## src/rtl/pic_exec_core.sv

```systemverilog
// Execute stage of the 8-bit PIC-style core.
// Decodes the instruction, selects the ALU B operand (file f or literal k),
// computes the 8-bit result from W and B, and holds the C/Z flags.
module pic_exec_core (
  input  logic       clk,
  input  logic       reset,
  input  logic [7:0] inst_reg,
  input  logic [7:0] f,
  input  logic [7:0] k,
  input  logic [7:0] w,
  output logic [7:0] ans,
  output logic       d,
  output logic       carry,
  output logic       zero,
  output logic [3:0] inst,
  output logic [2:0] bit_number,
  output logic       switch_a_m,
  output logic [7:0] b
);

  typedef enum logic [3:0] {
    OP_ADD   = 4'h0, OP_SUB  = 4'h1, OP_AND  = 4'h2, OP_IOR   = 4'h3,
    OP_XOR   = 4'h4, OP_COM  = 4'h5, OP_CLR  = 4'h6, OP_MOV   = 4'h7,
    OP_INC   = 4'h8, OP_DEC  = 4'h9, OP_RLF  = 4'hA, OP_RRF   = 4'hB,
    OP_SWAP  = 4'hC, OP_BCF  = 4'hD, OP_BSF  = 4'hE, OP_PASSW = 4'hF
  } alu_op_e;

  alu_op_e    op;
  logic [7:0] res;
  logic [8:0] sum9;
  logic [7:0] mask;
  logic       carry_d, carry_q;
  logic       zero_d, zero_q;

  // inst_reg[0] carries no meaning for the execute stage
  logic       unused_inst_bit;
  assign unused_inst_bit = inst_reg[0];

  // Instruction decode: ALU op, destination and B-operand select
  always_comb begin
    op         = OP_MOV;
    d          = inst_reg[1];
    switch_a_m = 1'b0;
    bit_number = inst_reg[3:1];
    unique case (inst_reg[7:6])
      2'b00: begin
        unique case (inst_reg[5:2])
          4'b0000: begin op = OP_PASSW; d = 1'b1; end // MOVWF
          4'b0001: op = OP_CLR;
          4'b0010: op = OP_SUB;
          4'b0011: op = OP_DEC;
          4'b0100: op = OP_IOR;
          4'b0101: op = OP_AND;
          4'b0110: op = OP_XOR;
          4'b0111: op = OP_ADD;
          4'b1000: op = OP_MOV;
          4'b1001: op = OP_COM;
          4'b1010: op = OP_INC;
          4'b1011: op = OP_DEC;
          4'b1100: op = OP_RRF;
          4'b1101: op = OP_RLF;
          4'b1110: op = OP_SWAP;
          default: op = OP_INC;
        endcase
      end
      2'b01: begin
        d = 1'b1;
        unique case (inst_reg[5:4])
          2'b00:   op = OP_BCF;
          2'b01:   op = OP_BSF;
          default: op = OP_MOV; // bit tests just read the file
        endcase
      end
      2'b10: begin // call/goto: W passes through untouched
        op         = OP_PASSW;
        d          = 1'b0;
        switch_a_m = 1'b1;
      end
      default: begin
        d          = 1'b0;
        switch_a_m = 1'b1;
        casez (inst_reg[5:2])
          4'b0???: op = OP_MOV;
          4'b1000: op = OP_IOR;
          4'b1001: op = OP_AND;
          4'b1010: op = OP_XOR;
          4'b1011: op = OP_PASSW;
          4'b110?: op = OP_SUB;
          default: op = OP_ADD;
        endcase
      end
    endcase
  end

  assign inst = op;
  assign b    = switch_a_m ? k : f;
  assign mask = 8'h01 << bit_number;
  assign sum9 = {1'b0, w} + {1'b0, b};

  // ALU result and next-state flags; flags hold unless the op defines them
  always_comb begin
    res     = 8'h00;
    carry_d = carry_q;
    zero_d  = zero_q;
    unique case (op)
      OP_ADD:   begin res = sum9[7:0]; carry_d = sum9[8]; end
      OP_SUB:   begin res = b - w;     carry_d = (b >= w); end
      OP_AND:   res = w & b;
      OP_IOR:   res = w | b;
      OP_XOR:   res = w ^ b;
      OP_COM:   res = ~b;
      OP_CLR:   res = 8'h00;
      OP_MOV:   res = b;
      OP_INC:   res = b + 8'h01;
      OP_DEC:   res = b - 8'h01;
      OP_RLF:   begin res = {b[6:0], carry_q}; carry_d = b[7]; end
      OP_RRF:   begin res = {carry_q, b[7:1]}; carry_d = b[0]; end
      OP_SWAP:  res = {b[3:0], b[7:4]};
      OP_BCF:   res = b & ~mask;
      OP_BSF:   res = b | mask;
      default:  res = w;
    endcase
    unique case (op)
      OP_ADD, OP_SUB, OP_AND, OP_IOR, OP_XOR, OP_COM, OP_CLR, OP_MOV,
      OP_INC, OP_DEC: zero_d = (res == 8'h00);
      default: ;
    endcase
  end

  assign ans   = reset ? 8'h00 : res;
  assign carry = carry_q;
  assign zero  = zero_q;

  // Flag registers with synchronous reset
  always_ff @(posedge clk) begin
    if (reset) begin
      carry_q <= 1'b0;
      zero_q  <= 1'b0;
    end else begin
      carry_q <= carry_d;
      zero_q  <= zero_d;
    end
  end

endmodule

```

## config.mk

```make
export PLATFORM = sky130hd
export DESIGN_NAME = pic_exec_core
export DESIGN_NICKNAME = d
export VERILOG_FILES = /design/src/rtl/pic_exec_core.sv
export SDC_FILE = /design/constraint.sdc
export NUM_CORES = 1
export LEC_CHECK = 0
export ABC_AREA = 1
export CORE_AREA = 4 4 141 75
export DETAILED_ROUTE_END_ITERATION = 16
export DIE_AREA = 0 0 145 79
export SLEW_MARGIN = 15
export SYNTH_ARGS = -nofsm -noshare
export SYNTH_HDL_FRONTEND = slang
export SYNTH_SLANG_ARGS = --single-unit
```

## constraint.sdc

```tcl
create_clock -name clk -period 13.6 [get_ports clk]
set_clock_uncertainty 0.2 [all_clocks]
set_input_delay 2.72 -clock clk [delete_from_list [all_inputs] [get_ports clk]]
set_output_delay 2.72 -clock clk [all_outputs]
set_load 0.005 [all_outputs]
```

* Word level (Yosys, flattened, before mapping)
Cells that the tools add are included.
Operators by class: $add $sub $neg 4, order comparisons 1, eq/ne operators 32, shifts and indexed selects 1, multiplexer cells 11, bitwise logic cells 8, reduce and logical (&&, ||, !) cells 9
Operators with widths (count):
- 8-bit one-hot mux with 15 select lines | 1
- 4-bit == test (second input constant) | 14
- 4-bit one-hot mux with 13 select lines | 1
- 4-bit by 3-bit == test with 1-bit output (second input constant) | 8
- 4-bit one-hot mux with 6 select lines | 1
- 8-bit bitwise AND | 2
- 4-bit by 2-bit == test with 1-bit output (second input constant) | 4
- 8-bit two-way mux | 2
- 8-bit NOT | 2
- 8-bit bitwise OR | 2
- 4-bit one-hot mux with 3 select lines | 1
- 10-bit OR reduction | 1
- 8-bit by 8-bit adder with 9-bit output | 1
- 8-bit by 1-bit adder with 8-bit output (second input constant) | 1
- 4-bit by 1-bit == test with 1-bit output (second input constant) | 2
- 8-bit greater-or-equal comparator | 1
- 4-bit logical NOT | 2
- 8-bit logical NOT | 1
- 4-bit one-hot mux with 2 select lines | 1
- 1-bit by 3-bit left shift with 8-bit output (first input constant) | 1
- 8-bit by 1-bit subtractor with 8-bit output (second input constant) | 1
- 8-bit subtractor | 1
- 8-bit XOR | 1
- 2-bit by 1-bit == test with 1-bit output (second input constant) | 2
- other kinds (9) | 12
Storage, ports and cells: flip-flop bits (word level) 2

* Longest topological paths before layout
depth in word-level cells 7, mapped depth 28

* Least setup slack after synthesis
No wires, ideal clock.
path kind input port to output port, start point input inst_reg[6], end point output ans[5], data arrival time 5.375 ns, required time 10.680 ns, setup slack 5.305 ns, stages 22, buffers on the path 2, path through inv_1 -> ha_1 -> nor2_2 -> buf_2 -> nand2_1 -> o21ai_0 -> inv_1 -> ha_1 -> clkbuf_1 -> inv_1 -> a21oi_1 -> nand2_1 -> nand2_1 -> nand2_1 -> a21oi_1 -> or2_2 -> nand3_1 -> nand3b_1 -> nor2_1 -> nand3_1 -> nand2_1 -> nor2_1
On the way: longest elaborated chain between the ends 6, elaborated cells on any way between the ends 33, classes of those cells add/sub: 4; eq/ne: 16; mux: 4; bitwise: 6; reduce/logical: 3
RTL lines:
- from (decl) | line 7 | input logic [7:0] inst_reg,
- 2-bit by 1-bit == test with 1-bit output or 2-bit logical NOT (tied branches) | line 45 | unique case (inst_reg[7:6])
- 2-bit OR reduction (no line) (*)
- 8-bit two-way mux (*) | line 96 | assign b = switch_a_m ? k : f;
- named net b[2] | line 18 | output logic [7:0] b
- 8-bit by 1-bit subtractor with 8-bit output, or another cell as far along | line 115 | OP_DEC: res = b - 8'h01;
- 8-bit one-hot mux with 15 select lines (*) | line 105 | unique case (op)
- 8-bit two-way mux (*) | line 130 | assign ans = reset ? 8'h00 : res;
- to (decl) | line 11 | output logic [7:0] ans,
Mark *: on every way through the listed nets, which the timed path passes. The rest lies on a longest branch.

* Worst setup path after layout
start point input inst_reg[6], end point output ans[5]
On the way: longest elaborated chain between the ends 6, elaborated cells on any way between the ends 33, classes of those cells add/sub: 4; eq/ne: 16; mux: 4; bitwise: 6; reduce/logical: 3
RTL lines (line):
- 2-bit by 1-bit == test with 1-bit output or 2-bit logical NOT (tied branches) | 45
- 2-bit OR reduction (no line)
- 8-bit two-way mux | 96
- 8-bit by 1-bit subtractor with 8-bit output, or another cell as far along | 115
- 8-bit one-hot mux with 15 select lines (*) | 105
- 8-bit two-way mux (*) | 130
Mark *: on every way between the ends. The rest lies on a longest branch, timed or not.

==> results.md <==
Status:
- The flow ran to the end, and the final reports show no timing, DRC or antenna violations.

Die:
- The placeable core area is 9290 um2.
- The floorplan die width is 145 um.
- Measured along the y axis, the die boundary spans 79 um.
- The placement row count is 25.
- The total die area is 11460 um2.
- In this run the count of I/O pins placed on the die edge is 61.
- Once the floorplan was initialized, standard cells occupied 29.66% of the core.

Synthesis:
- After synthesis, flip-flops and latches occupy 1.453% of the total area.
- Yosys attributes the largest share of cell area to sky130_fd_sc_hd__nand2_1, sky130_fd_sc_hd__ha_1, sky130_fd_sc_hd__nand3_1.
- The net count of the mapped netlist is 584.
- Counting distinct cell types in the post-synthesis netlist gives 40.
- After technology mapping, the gate count stands at 521.
- The biggest area contributor in the post-synthesis netlist is sky130_fd_sc_hd__nand2_1.
- The average footprint of a synthesized cell is 5.288 um2.
- The fraction of synthesized cell area taken by the top area cell type is 20.84%.
- The flip-flop and latch count after synthesis is 2.
- The fraction of registers with async set/reset is 0%.
- The synthesized netlist occupies a cell area of 2755 um2.
- The count of warnings emitted by yosys is 0.
- The commonest register cell after synthesis is sky130_fd_sc_hd__dfxtp_1.
- The number of flops mapped to enable cells by yosys is 0.

Setup path:
- The cell that appears most often on the critical path is sky130_fd_sc_hd__nand2_1.
- The data arrival time of the critical path is 7060 ps.
- Along the worst path, the maximum fanout reaches 16.
- The family with the most delay on the worst path is buffers and inverters.
- The worst setup path is captured at an output port.
- For the worst setup path, the data required time is 10680 ps.
- The critical path goes through clkdlybuf4s50_1 > inv_1 > ha_1 > nor2_2 > nand2_1 > o21ai_0 > inv_1 > ha_1 > inv_1 > a21oi_1 > nand2_1 > nand2_1 > nand2_1 > a21oi_1 > or2_2 > nand3_1 > nand3b_1 > nor2_1 > nand3_1 > nand2_1 > nor2_1 > clkdlybuf4s50_1.
- The type of origin of the critical path is a primary input.
- The critical path's slowest cell is sky130_fd_sc_hd__ha_1.
- The worst setup path is of the primary input to output port kind.
- The critical path contains buffers and inverters numbering 5 combined.
- In this design, the stage delay of the slowest critical-path cell is 540 ps.

Clock tree:
- The number of buffers inserted during clock tree synthesis is 3.
- The clock insertion delay at the later pin of the skew report is 220 ps.
- The maximum clock insertion buffer count is 2.
- The number of gates resized after CTS was 0.
- Buffers added to address setup during post-CTS repair amount to 0.
- The count of H-tree levels built during CTS is 1.
- The clock root buffer master is sky130_fd_sc_hd__clkbuf_16.
- TritonCTS built the clock tree.
- The clock-pin slew on the worst setup and hold paths is 30 ps.
- The number of clock sinks seen by CTS is 2.
- The number of hold buffers added after CTS was 0.

GRT:
- The number of global-route vias before repair is 3302.
- The first-pass GRT wire length is 16.63 mm.
- The number of antenna violations at the first check in global routing is 0.
- The all-layer global routing usage is 17.47%.
- Entering global routing, the biggest net connects 17 pins.
- For this run the aggregate overflow at the end of global routing stands at 0.

STA:
- The total negative slack is 0 ps.
- Based on the critical path, the design can be clocked at up to 100.2 MHz.
- The final hold slack is 256.7 ps.
- The final number of max-transition violations was 0.
- Once routing completed, OpenROAD measured the worst setup slack at 3620 ps.
- The time the worst path needs with I/O delays and setup is 9980 ps.
- At the pin with the least slew margin, the transition time is 626.2 ps.
- Dividing the final minimum period by the clock period gives 73.38%.
- Setup repair after global routing left no endpoint under its margin.
- Setup violations remaining at the end of the flow were counted as 0.
- The count of endpoints failing hold in the final timing report is 0.
- The worst pin sits at a relative slew slack of 58.10%.

Layout:
- Leaving out fill and tap cells, the most frequent cell in the layout is sky130_fd_sc_hd__nand2_1.
- The library cells used most frequently in the layout, excluding fill and tap cells, are sky130_fd_sc_hd__nand2_1, sky130_fd_sc_hd__nor2_1, sky130_fd_sc_hd__nand3_1.
- The count of cells in the finished layout, fillers not included, comes to 693.
- The antenna diode instance count is 0.
- The number of nets at the end of the flow is 637.
- The area of all placed cells without fillers is 3505 um2.
- Relative to the synthesized area, the layout overhead comes to 27.20%.
- The fraction of final layout cells sized beyond drive strength 1 is 8.566%.

Route:
- For this block, the routed nets add up to 10.08 mm of wire.
- The per-cell routed wire length is 14.55 um.
- The detailed router finished its first iteration with 326 violations.
- The final route contains 3478 vias.
- The number of vias per cell after detailed routing is 5.019.
- The first-pass iteration count of the detailed router is 5.
- The count of nets left with antenna violations once routing finished came out at 0.
- The final routed DRC violation total is 0.

Flow run:
- Across the run, the number of max-cap violations was 0.

Min path:
- In this run the worst hold path is classified as register to register.

Power and ir drop:
- The clock share of power is 18.8%.
- The worst-case IR drop observed on VDD is 35.21 uV.
- Net switching is 51.38% of the power.
- The cell leakage power is 1.802 nW.
- The part of the power in combinational logic is 78.2%.
- Per report_power, the sequential group accounts for 2.9% of the total.
- In this run the power density over the cells is 67.44 nW/um2.
- In this run the power spent charging and discharging nets is 0.1215 mW.
- The total internal power is 0.1149 mW.

Placement:
- The congestion estimate from routability-driven global placement came to 0.9445.
- The HPWL after detailed placement is 8.293 mm.
- The total placed instance area is 3430 um2.
- Once placement completed, the tool counted placed cells totaling 690.
- The worst slack at placement is 3665 ps.
- In this run the tool buffered the top-level ports with 59 buffer cells.
==> cell usage after synthesis, drive strengths merged, types with 2 or more instances <==
cell / number
o21bai: 2
nor3: 3
inv: 73
a21oi: 28
o21ai: 32
fa: 3
a21o: 2
nand2: 166
xnor2: 2
dfxtp: 2
or2: 5
xor2: 7
nand4: 11
nand3b: 3
nand3: 62
clkbuf: 2
nor2: 73
ha: 26
o22ai: 2
buf: 9
o211ai: 4
==> routing by layer <==
layer / vias to the layer above / GRT usage [%] / part of all wire (%)
met5: - / 0 / 0
met4: 0 / 3.412 / 1.7
met3: 20 / 1.938 / 6.8
met2: 124 / 28.64 / 41
met1: 1549 / 24.97 / 50
li1: 1785 / - / -
==> layout make-up <==
cell class | instances | area [um2]
multi-input cells | 435 | 2371
fillers | 1043 | 5786
repair buffers | 59 | 590.6
inverters | 73 | 276.5
clock buffers | 3 | 75.07
flip-flops and latches | 2 | 40.04
well taps | 121 | 151.4
==> kinds of logic after synthesis <==
logic type	count (synthesis)	share of synthesized area [%]
simple gates	324	54.00
fa+ha+maj	29	13.99
compound gates	72	14.80
buf+inv	84	12.49
mux	1	0.4087
flops	2	1.453
xor+xnor	9	2.861
==> path summary, 6_finish.rpt <==
path	from	to	slack, ps	cells past startpoint
max	inst_reg[6]	ans[5]	3620	22
min	zero	zero	260	2
max reg2reg	carry	zero	12120	9
min reg2reg	zero	zero	260	2
==> state kept, by name (all words and copies together), names as in the netlist <==
name and cells:
carry 1, zero 1
==> power groups by stage <==
stage | Sequential, mW | Clock, mW | Combinational (mW)
after floorplan | 0.00693 | 0 | 0.119
after global placement | 0.00703 | 0 | 0.181
after detailed placement | 0.00703 | 0 | 0.182
after CTS | 0.00695 | 0.0452 | 0.183
after global routing | 0.00707 | 0.0464 | 0.206
final | 0.00697 | 0.0444 | 0.185
==> worst register-to-register path, cell delays in order (launching register included) <==
cell and delay, ps:
sky130_fd_sc_hd__dfxtp_1 330, sky130_fd_sc_hd__nand2_1 80, sky130_fd_sc_hd__nand4_1 100, sky130_fd_sc_hd__nor2_1 160, sky130_fd_sc_hd__nand3_1 90, sky130_fd_sc_hd__nand2_1 100, sky130_fd_sc_hd__nand2_1 60, sky130_fd_sc_hd__nor2_1 80
sky130_fd_sc_hd__nand4_1 80, sky130_fd_sc_hd__a21oi_1 120
==> per-stage QoR <==
| stage | power [mW] | util [%] |
|---|---|---|
| floorplan | 0.1258 | - |
| global placement | 0.1885 | 36.92 |
| detailed placement | 0.1886 | 36.92 |
| CTS | 0.2347 | 37.72 |
| global route | 0.2591 | 37.72 |
| finish | 0.2364 | 37.72 |
No activity file was read; power rests on OpenSTA's default activity.
==> RTL edit, RTL diff (same settings) <==
Remove the case item `OP_SUB` of the case on `op`.
--- a/src/rtl/pic_exec_core.sv
+++ b/src/rtl/pic_exec_core.sv
@@ -104,7 +104,6 @@
     zero_d  = zero_q;
     unique case (op)
       OP_ADD:   begin res = sum9[7:0]; carry_d = sum9[8]; end
-      OP_SUB:   begin res = b - w;     carry_d = (b >= w); end
       OP_AND:   res = w & b;
       OP_IOR:   res = w | b;
       OP_XOR:   res = w ^ b;
Function: changed (a bounded check fails within 4 cycles, from zero or initial values and one cycle with reset high).
==> RTL edit against the original RTL <==
Worst setup slack better by 77 ps. Non-clock buffer count is 1 higher. Wire length is 9.9% lower. Largest power group unchanged. Sequential share of layout area is 0.13 points higher. First-iteration DRC count is 21% lower. Clock power is 0.9% lower. Total power is 10% lower. Final cell count is 8.4% lower. Critical path type unchanged. Global-route usage is 1.9 points lower. Synthesized area is 14% lower. Sequential cell count stayed put. Register-to-register slack worse by 280 ps. Design area is 11% lower.
==> RTL edit: results (changes against the original RTL) <==
[synth]
biggest_area_contributors_in_the_synthesized_netlist=sky130_fd_sc_hd__nand2_1 22%, sky130_fd_sc_hd__nand3_1 12%, sky130_fd_sc_hd__ha_1 9.5%, sky130_fd_sc_hd__nor2_1 9.5%, sky130_fd_sc_hd__inv_1 7.1%
ys_types=41  ; +2.5%
synthArstFlopShare=0  ; unchanged
syn_avg_cell_area_sq_um=5.130  ; -3.0%
synth.yosys.warnings=0  ; unchanged
ys_top_cells_by_count=141 x sky130_fd_sc_hd__nand2_1, 60 x sky130_fd_sc_hd__nor2_1, 59 x sky130_fd_sc_hd__nand3_1, 45 x sky130_fd_sc_hd__inv_1, 20 x sky130_fd_sc_hd__a21oi_1
yosysSeqAreaShare=0.01693  ; +0.002399
synth_nets=515  ; -12%

[critical_path]
timing.reg2reg.setup_slack_ps=11840  ; -280 ps
critical_path.max_stage_delay_ps=720  ; +180 ps
worst-path-max-fanout=10  ; -6
worst_setup_path_end=ans[3]
timing.critical_path.max_delay_family=simple AND/OR/NAND/NOR gates
reg2reg_from=carry
critPathLaunch=inst_reg[3]
cp_data_arrival_time_ps=6980  ; -80 ps
timing.critical_path.slowest_stage_cell=sky130_fd_sc_hd__clkdlybuf4s50_1

[placed_design]
dpl-instance-area_sq_um=3059  ; -11%
routabilityCongestion=0.8963  ; -5.1%
post-dp-hpwl_mm=7.495  ; -9.6%
dp.cells=632  ; -8.4%
place_worst_setup_slack_ps=3739  ; +74.04 ps

[worst_hold_path]
hold_path_class=flop to flop
hold-path-cell-count=2  ; unchanged

[final_layout]
antenna_cells_inserted=0  ; unchanged
num-nets-final=570  ; -11%
layout_cell_share_with_drive_strength_beyond_1=0.08171  ; -0.003952

[detailed_routing]
route.detailed.vias_per_inst=4.986  ; -0.66%
drt-total-wl_mm=9.081  ; -9.9%
wire_length_on_met2_mm=4.008  ; -4.1%
drt-pass1-iter-count=5  ; unchanged
dr.first_iter.drc_count=256  ; -21%
wl_met1_mm=4.335  ; -14%
routed-wl-met3_um=650  ; -4.7%
wire_per_inst_um=14.30  ; -1.7%

[global_route]
first_global_vias=2906  ; -12%
routing_usage_on_met1=0.2194  ; -0.03032
global_route.usage.met3=0.01539  ; -0.003991
grt_pass1_wl_mm=14.69  ; -12%
grt_antenna_before_repair=0  ; unchanged
use_met2=0.2603  ; -0.02617
grtUsageTotal=0.1554  ; -0.01934

[timing]
post-route-min-period_ps=9902  ; -77.48 ps
whs_ps=273.3  ; +16.62 ps
maxSlewHeadroom=0.4820  ; -0.09894

[pwr]
internal_power_mw=0.1075  ; -6.4%
power-per-cell-area_nw_per_um2=67.60  ; +0.23%
power.share.sequential=0.031  ; +0.002
leakage_power_nw=1.562  ; -13%
power.share.clock=0.208  ; +0.020
irDropWorstVdd_mv=0.02299  ; -35%

[status]
outcome=completed

[cts]
post_cts_resize_count=0  ; unchanged
cts_inserted_buffers=3  ; unchanged

[RTL edit: changes by cell type after synthesis, moves of 3 or more]
cell,before,now
sky130_fd_sc_hd__inv_1,59,45
sky130_fd_sc_hd__nand2_1,153,141
sky130_fd_sc_hd__o21ai_0,25,15
sky130_fd_sc_hd__a21oi_1,28,20
sky130_fd_sc_hd__ha_1,26,18
sky130_fd_sc_hd__nor2_4,5,1
sky130_fd_sc_hd__nor3_1,3,7
sky130_fd_sc_hd__xor2_1,7,3
sky130_fd_sc_hd__inv_2,13,10
sky130_fd_sc_hd__nor2_1,63,60
[RTL edit: layout make-up]
cell class,count,area [sq um]
Inverter,57,214.0
Clock buffer,3,75.07
Timing Repair Buffer,60,598.1
Fill cell,1062,6156
Sequential cell,2,40.04
Tap cell,121,151.4
Multi-Input combinational cell,392,2056
[RTL edit: cell families (layout without fill, tap and decap cells)]
logic type                 after synthesis  in the layout  synth area share
xor gates and xnor gates                 5              5           0.01852
AOI/OAI and AO/OA                       55             55            0.1318
and+or+nand+nor                        311            311            0.6026
muxes                                    1              1          0.004233
buffers and inverters                   67            120            0.1138
adders and majority gates               20             20            0.1122
DFF                                      2              2           0.01693
[RTL edit: worst register-to-register path, stage by stage (launching register included)]
cell,delay (ps)
sky130_fd_sc_hd__dfxtp_1,330
sky130_fd_sc_hd__nand2_1,80
sky130_fd_sc_hd__nand3_1,90
sky130_fd_sc_hd__nor2_1,120
sky130_fd_sc_hd__nand3_1,110
sky130_fd_sc_hd__nand2_1,110
sky130_fd_sc_hd__nand2_1,60
sky130_fd_sc_hd__nor2_1,310
sky130_fd_sc_hd__nand3_1,130
sky130_fd_sc_hd__a21oi_1,140
